--- config.mk ---
export PLATFORM = sky130hd
export DESIGN_NAME = mips_int_ctrl_flat
export DESIGN_NICKNAME = d
export VERILOG_FILES = /design/src/rtl/mips_int_ctrl_if.sv /design/src/rtl/mips_int_ctrl.sv /design/src/flat_wrapper.sv
export SDC_FILE = /design/constraint.sdc
export NUM_CORES = 1
export LEC_CHECK = 0
export CORE_MARGIN = 3
export CORE_UTILIZATION = 40
export CTS_CLUSTER_DIAMETER = 60
export CTS_CLUSTER_SIZE = 28
export DETAILED_ROUTE_END_ITERATION = 8
export HOLD_SLACK_MARGIN = 0.06
export PLACE_DENSITY = 0.69
export SLEW_MARGIN = 15
export SYNTH_ARGS = -nofsm -noshare
export SYNTH_HDL_FRONTEND = slang
export SYNTH_SLANG_ARGS = --single-unit
--- constraint.sdc ---
create_clock -name clk -period 1.8 [get_ports clk]
set_input_delay 0.27 -clock clk [delete_from_list [all_inputs] [get_ports clk]]
set_output_delay 0.27 -clock clk [all_outputs]
set_load 0.02 [all_outputs]
--- src/rtl/mips_int_ctrl_if.sv ---
// Bundle of interrupt pins, mask programming and the pipeline handshake
// between mips_int_ctrl and the exception logic.
interface mips_int_ctrl_if #(
    parameter int N_SRC = 4
);
    logic [N_SRC-1:0] irq_in;
    logic             mask_we;
    logic [N_SRC-1:0] mask_wdata;
    logic             int_ack;
    logic             eret;
    logic             int_req;
    logic [2:0]       int_id;
    logic             in_service;
    logic [N_SRC-1:0] pending;
    logic [N_SRC-1:0] mask;

    // Pipeline / environment side: drives pins, mask writes and handshake.
    modport master (
        output irq_in, mask_we, mask_wdata, int_ack, eret,
        input  int_req, int_id, in_service, pending, mask
    );

    // Controller side.
    modport slave (
        input  irq_in, mask_we, mask_wdata, int_ack, eret,
        output int_req, int_id, in_service, pending, mask
    );
endinterface

--- src/rtl/mips_int_ctrl.sv ---
// Interrupt controller: synchronises and edge-detects the request pins,
// keeps them pending, applies the software mask and hands the highest
// priority enabled source to the pipeline with a req/ack/eret handshake.
module mips_int_ctrl #(
    parameter int               N_SRC    = 4,
    parameter logic [N_SRC-1:0] MASK_RST = {N_SRC{1'b1}}
) (
    input logic          clk,
    input logic          rst,
    mips_int_ctrl_if.slave bus
);

    typedef enum logic [1:0] {
        IDLE    = 2'd0,
        REQ     = 2'd1,
        SERVICE = 2'd2
    } state_t;

    logic [N_SRC-1:0] s1_q, s1_d;
    logic [N_SRC-1:0] s2_q, s2_d;
    logic [N_SRC-1:0] s3_q, s3_d;
    logic [N_SRC-1:0] pending_q, pending_d;
    logic [N_SRC-1:0] mask_q, mask_d;

    state_t           state_q, state_d;
    logic             int_req_q, int_req_d;
    logic [2:0]       int_id_q, int_id_d;
    logic             in_service_q, in_service_d;

    logic [N_SRC-1:0] rise;
    logic [N_SRC-1:0] cand;
    logic [N_SRC-1:0] id_hot;
    logic [2:0]       winner_id;
    logic             winner_vld;
    logic             cur_active;
    logic             ack_fire;

    // Fixed-priority pick of the lowest enabled pending index, plus a
    // one-hot decode of the frozen int_id for per-source clear/withdraw.
    always_comb begin
        // NOTE: every variable gets a default first so no path leaves it
        // unassigned; otherwise synthesis infers a latch.
        winner_id  = 3'd0;
        id_hot     = '0;
        cand       = pending_q & mask_q;
        winner_vld = |cand;
        for (int i = N_SRC - 1; i >= 0; i--) begin
            if (cand[i]) winner_id = 3'(i);
            id_hot[i] = (int_id_q == 3'(i));
        end
        cur_active = |(id_hot & pending_q & mask_q);
        ack_fire   = (state_q == REQ) && bus.int_ack;
    end

    // Datapath next values: synchroniser chain, pending (set beats clear), mask.
    always_comb begin
        s1_d      = bus.irq_in;
        s2_d      = s1_q;
        s3_d      = s2_q;
        rise      = s2_q & ~s3_q;
        pending_d = (pending_q & ~(ack_fire ? id_hot : '0)) | rise;
        mask_d    = bus.mask_we ? bus.mask_wdata : mask_q;
    end

    // Datapath registers; s3 resets low so a pin held high at release fires.
    always_ff @(posedge clk or negedge rst) begin
        if (!rst) begin
            s1_q      <= '0;
            s2_q      <= '0;
            s3_q      <= '0;
            pending_q <= '0;
            mask_q    <= MASK_RST;
        end else begin
            // NOTE: non-blocking assignments make all flops update together
            // from pre-edge values, which is what the shift chain relies on.
            s1_q      <= s1_d;
            s2_q      <= s2_d;
            s3_q      <= s3_d;
            pending_q <= pending_d;
            mask_q    <= mask_d;
        end
    end

    // FSM state and registered outputs.
    always_ff @(posedge clk or negedge rst) begin
        if (!rst) begin
            state_q      <= IDLE;
            int_req_q    <= 1'b0;
            int_id_q     <= 3'd0;
            in_service_q <= 1'b0;
        end else begin
            state_q      <= state_d;
            int_req_q    <= int_req_d;
            int_id_q     <= int_id_d;
            in_service_q <= in_service_d;
        end
    end

    // FSM next state: ack wins over withdraw; stray ack/eret are ignored.
    always_comb begin
        state_d = state_q;
        unique case (state_q)
            IDLE:    if (winner_vld) state_d = REQ;
            REQ: begin
                if (bus.int_ack)      state_d = SERVICE;
                else if (!cur_active) state_d = IDLE;
            end
            SERVICE: if (bus.eret)   state_d = IDLE;
            default: state_d = IDLE;
        endcase
    end

    // FSM outputs for the next cycle; int_id is latched only on IDLE->REQ.
    always_comb begin
        int_req_d    = (state_d == REQ);
        in_service_d = (state_d == SERVICE);
        int_id_d     = int_id_q;
        if (state_q == IDLE && state_d == REQ) int_id_d = winner_id;
    end

    assign bus.int_req    = int_req_q;
    assign bus.int_id     = int_id_q;
    assign bus.in_service = in_service_q;
    assign bus.pending    = pending_q;
    assign bus.mask       = mask_q;

endmodule
--- src/flat_wrapper.sv ---
// flat-port wrapper written by rule: the top's interface ports become plain ports
module mips_int_ctrl_flat 
#(
    parameter int               N_SRC    = 4,
    parameter logic [N_SRC-1:0] MASK_RST = {N_SRC{1'b1}}
)
  (clk, rst, bus_irq_in, bus_mask_we, bus_mask_wdata, bus_int_ack, bus_eret, bus_int_req, bus_int_id, bus_in_service, bus_pending, bus_mask);
  mips_int_ctrl_if #(.N_SRC(N_SRC)) bus_i ();
  input logic clk;
  input logic rst;
  input wire logic [$bits(bus_i.irq_in)-1:0] bus_irq_in;
  input wire logic [$bits(bus_i.mask_we)-1:0] bus_mask_we;
  input wire logic [$bits(bus_i.mask_wdata)-1:0] bus_mask_wdata;
  input wire logic [$bits(bus_i.int_ack)-1:0] bus_int_ack;
  input wire logic [$bits(bus_i.eret)-1:0] bus_eret;
  output wire logic [$bits(bus_i.int_req)-1:0] bus_int_req;
  output wire logic [$bits(bus_i.int_id)-1:0] bus_int_id;
  output wire logic [$bits(bus_i.in_service)-1:0] bus_in_service;
  output wire logic [$bits(bus_i.pending)-1:0] bus_pending;
  output wire logic [$bits(bus_i.mask)-1:0] bus_mask;
  assign bus_i.irq_in = bus_irq_in;
  assign bus_i.mask_we = bus_mask_we;
  assign bus_i.mask_wdata = bus_mask_wdata;
  assign bus_i.int_ack = bus_int_ack;
  assign bus_i.eret = bus_eret;
  assign bus_int_req = bus_i.int_req;
  assign bus_int_id = bus_i.int_id;
  assign bus_in_service = bus_i.in_service;
  assign bus_pending = bus_i.pending;
  assign bus_mask = bus_i.mask;
  mips_int_ctrl #(.N_SRC(N_SRC), .MASK_RST(MASK_RST)) u_core (.clk(clk), .rst(rst), .bus(bus_i));
endmodule
==> flow_summary.json <==
{
  "status": "completed",
  "grt_max_degree": 27,
  "drv_cap": 0,
  "post_cts_buffers": 0,
  "setup_tns_ps": 0,
  "placed_cell_area_um2": 1190,
  "vias": 589,
  "slowest_stage": "clkdlybuf4s50_1",
  "rsz0062_at_grt": "no",
  "hold_violations": 0,
  "final_layout_size_suffix_gt1_frac": 0.104,
  "worstSetupPathType": "flip-flop to primary output",
  "clockBufferDepth": 2,
  "fmax_mhz": 573,
  "reg2regPathDepth": 3,
  "dr.pass1.iters": 4,
  "synth.area.mux_share": 0.0861,
  "p_total_mw": 1.71,
  "avgSynthCellArea_um2": 13.5,
  "ys_warn_count": 0,
  "routabilityCongestion": 0.813,
  "final-max-slew-violation-count": 0,
  "fin_crit_ps": 1750,
  "clk_latency_ps": 310,
  "layoutNonFillerInstCount": 123,
  "p_leak_nw": 0.546,
  "antenna_cells": 0,
  "grt_pass1_wl_um": 2640,
  "synth_top_area_frac": 0.601,
  "drt_iter0_drc": 4,
  "cp.required_ps": 1530,
  "synth_top_family_by_area": "compound AO/OA/AOI/OAI gates",
  "ir_drop_mv": 0.802,
  "wl_per_cell_um": 13.5,
  "fin_crit_sh": 0.970,
  "r2r-start": "u_core.bus.mask[3]",
  "p_per_area_nw_per_um2": 1390,
  "critPathArrivalTime_ps": 1480,
  "dp_hpwl_um": 1300,
  "dieArea_um2": 2900,
  "final_nets": 110,
  "postLayoutCoreUtil": 0.596,
  "ys_ff_latch": 26,
  "hold_class": "input pin to async pin",
  "cp_max_fo": 3,
  "rrSetupSlack_ps": 270,
  "layout_common_cells": "23 x clkdlybuf4s50_1, 22 x dfrtp_1, 9 x nand2_1",
  "whs_ps": 307,
  "vias_per_cell": 4.79,
  "setup-violations-final": 0,
  "layout_setup_ws_ps": 53.6,
  "path_buf_inv": 1,
  "drc": 0,
  "port_buffers": 24,
  "synthAdderAreaFrac": 0,
  "overflow": 0,
  "synth_xor_area_frac": 0,
  "die_x_um": 53.9,
  "layout_commonest_cell": "clkdlybuf4s50_1",
  "cts_tree": "done",
  "r2r_end": "u_core.bus.int_req",
  "post-synth-top-area-cell": "dfrtp_1",
  "final_antenna_net_count": 0,
  "cpPeakStageDelay_ps": 600,
  "cts_inserted_buffers": 3,
  "grt_pass1_vias": 597,
  "preCtsSetupSlack_ps": 304,
  "post-place-cells": 119,
  "syn_area_um2": 916,
  "ys_seq_area_frac": 0.716,
  "cts.clk_slew.worst_paths_ps": 130,
  "synth_compound_area_frac": 0.0929,
  "clock-sinks": 26,
  "synth.area.top_cells": "dfrtp_1 60%, dfstp_2 11%, mux2_1 6.1%",
  "crit_family": "buffers and inverters",
  "synthSimpleGateAreaFrac": 0.0683,
  "die_h_um": 53.9,
  "rows": 16,
  "coreArea_um2": 2060,
  "crit_chain": "clkdlybuf4s50_1",
  "final.setup_skew_ps": 9.68,
  "startpoint_type": "flip-flop",
  "fin_area_um2": 1230,
  "grt_use_total": 0.131,
  "routed_wl_um": 1660,
  "io_pins": 26,
  "syn_inst": 68,
  "end_kind": "primary output",
  "post_synth_num_cell_types": 18,
  "clock_tree.root_cell": "clkbuf_4",
  "area_growth_pct": 34.2,
  "antenna_found_initial": 0,
  "start_util": 0.444,
  "h-tree-depth": 1,
  "syn_nets": 81
}
metal layers:
| metal | vias to the layer above | track usage | part of all wire |
|---|---|---|---|
| met4 | 0 | 0.0809 | 0.0048 |
| met5 | - | 0 | 0 |
| met1 | 285 | 0.161 | 0.41 |
| met2 | 16 | 0.214 | 0.53 |
| met3 | 2 | 0.0194 | 0.057 |
| li1 | 286 | - | - |
cell type report:
class,instances,area [um2]
fillers,162,833
flip-flops and latches,26,656
repair buffers,25,250
multi-input cells,35,230
clock buffers,4,36.3
well taps,27,33.8
inverters,6,22.5
power by group:
group	total, mW	switching, mW	internal, mW
clock network	0.282	0.158	0.123
registers	0.833	0.119	0.713
logic	0.591	0.298	0.293
total	1.71	0.575	1.13
synth_stat cells (all sizes together):
cell type and count:
a21boi 1, o21ai 7, mux2 5, nand3b 1, nor2 2, o41ai 2, conb 1, mux4 1
dfrtp 22, nand2 9, dfstp 4, nand4b 1, inv 6, o31ai 2, nand3 1, a21oi 2
buf 1
sequential cells by signal (all words and copies together) (netlist names):
| name | cells |
|---|---|
| u_core.bus.mask | 4 |
| u_core.bus.pending | 4 |
| u_core.s1_q | 4 |
| u_core.s2_q | 4 |
| u_core.s3_q | 4 |
| u_core.bus.int_id | 2 |
| u_core.state_q | 2 |
| u_core.bus.in_service | 1 |
| u_core.bus.int_req | 1 |
logic make-up (layout without fill, tap and decap cells):
logic type,after synthesis,in the layout
simple gates,14,14
compound gates,14,14
mux,6,6
flops,26,26
other cells,1,1
buf+inv,7,35
timing repair:
action / CTS / global route
resized for setup: 0 / 1
hold buffers: 0 / 0
endpoints found under the setup margin: 0 / 1
worst max path at each step:
stage	startpoint	endpoint	slack [ps]	cells past startpoint
after floorplan	u_core.bus.mask[2]	u_core.bus.int_req	340	3
after global placement	u_core.bus.mask[3]	u_core.state_q[0]	380	3
after detailed placement	u_core.bus.mask[3]	u_core.bus.int_req	300	3
after CTS	u_core.bus.mask[3]	bus_mask[3]	20	1
after global routing	u_core.bus.mask[1]	bus_mask[1]	6	1
final	u_core.bus.mask[2]	bus_mask[2]	50	1
Note: power is estimated with default switching activity, not from simulation.
==> RTL change: new RTL, same flow settings <==
`N_SRC` is set to 4 in 3 places; all go to 5.
--- a/src/rtl/mips_int_ctrl_if.sv
+++ b/src/rtl/mips_int_ctrl_if.sv
@@ -1,7 +1,7 @@
 // Bundle of interrupt pins, mask programming and the pipeline handshake
 // between mips_int_ctrl and the exception logic.
 interface mips_int_ctrl_if #(
-    parameter int N_SRC = 4
+    parameter int N_SRC = 5
 );
     logic [N_SRC-1:0] irq_in;
     logic             mask_we;
--- a/src/rtl/mips_int_ctrl.sv
+++ b/src/rtl/mips_int_ctrl.sv
@@ -2,7 +2,7 @@
 // keeps them pending, applies the software mask and hands the highest
 // priority enabled source to the pipeline with a req/ack/eret handshake.
 module mips_int_ctrl #(
-    parameter int               N_SRC    = 4,
+    parameter int               N_SRC    = 5,
     parameter logic [N_SRC-1:0] MASK_RST = {N_SRC{1'b1}}
 ) (
     input logic          clk,
--- a/src/flat_wrapper.sv
+++ b/src/flat_wrapper.sv
@@ -1,7 +1,7 @@
 // flat-port wrapper written by rule: the top's interface ports become plain ports
 module mips_int_ctrl_flat 
 #(
-    parameter int               N_SRC    = 4,
+    parameter int               N_SRC    = 5,
     parameter logic [N_SRC-1:0] MASK_RST = {N_SRC{1'b1}}
 )
   (clk, rst, bus_irq_in, bus_mask_we, bus_mask_wdata, bus_int_ack, bus_eret, bus_int_req, bus_int_id, bus_in_service, bus_pending, bus_mask);
Interface: changed (resized bus_irq_in, bus_mask, bus_mask_wdata and bus_pending); port bits go from 26 to 30. The function was not compared with the original's and may differ.
==> RTL change against the unedited design <==
- sequential cell count is 6 higher
- critical path depth unchanged
- setup slack got worse by 0.00076 ns
- area after synthesis rose by 27%
- count of clock-buffer cells in the layout rose by 4
- combinational power is 7.6% higher
- die area grew 24%
- total power up 19%
- via count rose by 33%
- first-iteration DRC count increased to 3.0 times the old value
- cell area up 27%
- wire length is 25% higher
- critical endpoint is now bus_mask[4]
- largest power group unchanged
==> RTL change: results (changes against the unedited design) <==
final worst slack=0.0529 ns (-0.000757 ns); Worst VDD drop=723 uV (-9.8%); first-pass GRT wire length=3710 microns (+41%); NetSw=668 uW (+16%); met1 GRT Util=17.3% (+1.2 points); Tot GR Track Use=14.7% (+1.6 points); clk_skew=0.00751 ns (-0.00217 ns); initial drt markers=12 (+8); pin count of the biggest net entering global routing=33 (+22%); hpwl dp=1510 microns (+16%); Lkg Pwr=0.000689 uW (+26%); Routed WL=2080 microns (+25%); layout cells sized above 1=19.0% (+8.6 points); reg-to-reg endpoint=u_core.bus.int_id[1]; clock buffer count from CTS=5 (+2); vias in the first global route=813 (+36%); synth top area cells=dfrtp_1, dfstp_2, mux2_2; Yosys Warn Count=0 (unchanged); H-tree depth=2 (+1); sequential cell area fraction in the yosys report=69.6% (-2.0 points); RD Place Congestion=0.770 (-5.4%); fillers=234 (+44%); pre-CTS setup slack=0.284 ns (-0.0200 ns); Post-CTS Resized=3 (+3); drt via density=5.03 (+4.9%); R2R setup slack=0.42 ns (+0.15 ns); Post-CTS Setup Bufs=0 (unchanged); WL met1=855 microns (+25%); Final #Nets=140 (+27%); Clk pin slew, worst setup/hold paths=0.09 ns (-0.04 ns); reg2reg start=u_core.bus.mask[2]; routing usage on met3=4.54% (+2.6 points); status=finished clean; Unique masters post-synth=25 (+7); Mapped Nets=103 (+27%); crit path from=u_core.bus.mask[4]; most instantiated cells after synthesis=dfrtp_1, nand2_1, o21ai_0, inv_1; metal3 WL=158 microns (+68%); worst setup path endpoint=bus_mask[4]
RTL change: cell count changes after synthesis, moves of 3 or more:
cell / unedited run / this run
nand2b_1: 0 / 3
mux2_1: 5 / 0
mux2_2: 0 / 5
o21ai_0: 2 / 10
o21ai_1: 5 / 2
dfrtp_1: 22 / 27
RTL change: cell type report:
type / count / area (sq um) / share of cell area (%)
clock buffer: 8 / 58.8 / 3.78
inverter: 6 / 22.5 / 1.45
multi-input combinational: 50 / 330 / 21.2
sequential: 32 / 808 / 51.9
tap: 30 / 37.5 / 2.41
timing repair buffer: 30 / 299 / 19.2
RTL change: through the flow:
step,std cells,utilization (%),instance area [sq um]
finish,156,59.6,1560
global route,156,59.6,1560
CTS,156,59.3,1550
detailed placement,148,57.2,1500
global placement,148,57.2,1500
floorplan,88,-,1160
RTL change: how the worst min path moves through the flow:
stage / from / end / slack (ns) / depth (start not counted)
after floorplan: rst / u_core.bus.in_service / -0.03 / 0
after global placement: u_core.s1_q[0] / u_core.s2_q[0] / 0.33 / 0
after detailed placement: u_core.s1_q[1] / u_core.s2_q[1] / 0.34 / 0
after CTS: rst / u_core.bus.pending[0] / 0.34 / 2
after global routing: rst / u_core.bus.int_req / 0.36 / 2
final: rst / u_core.bus.int_id[1] / 0.34 / 2
RTL change: logic make-up after synthesis:
kind of cell | synth area share, %
flip-flops | 69.6
buffers and inverters | 1.94
AND/OR/NAND/NOR | 10.5
multiplexers | 4.85
AO/OA/AOI/OAI | 13.2
RTL change: power by group through the flow:
stage          Clock (uW)  Sequential [uW]  Combinational, uW
6_report              411              980                636
2_1_floorplan           0             1070                270
3_5_place_dp            0              995                649
3_3_place_gp            0              982                637
4_1_cts               435              981                647
5_1_grt               470             1010                701
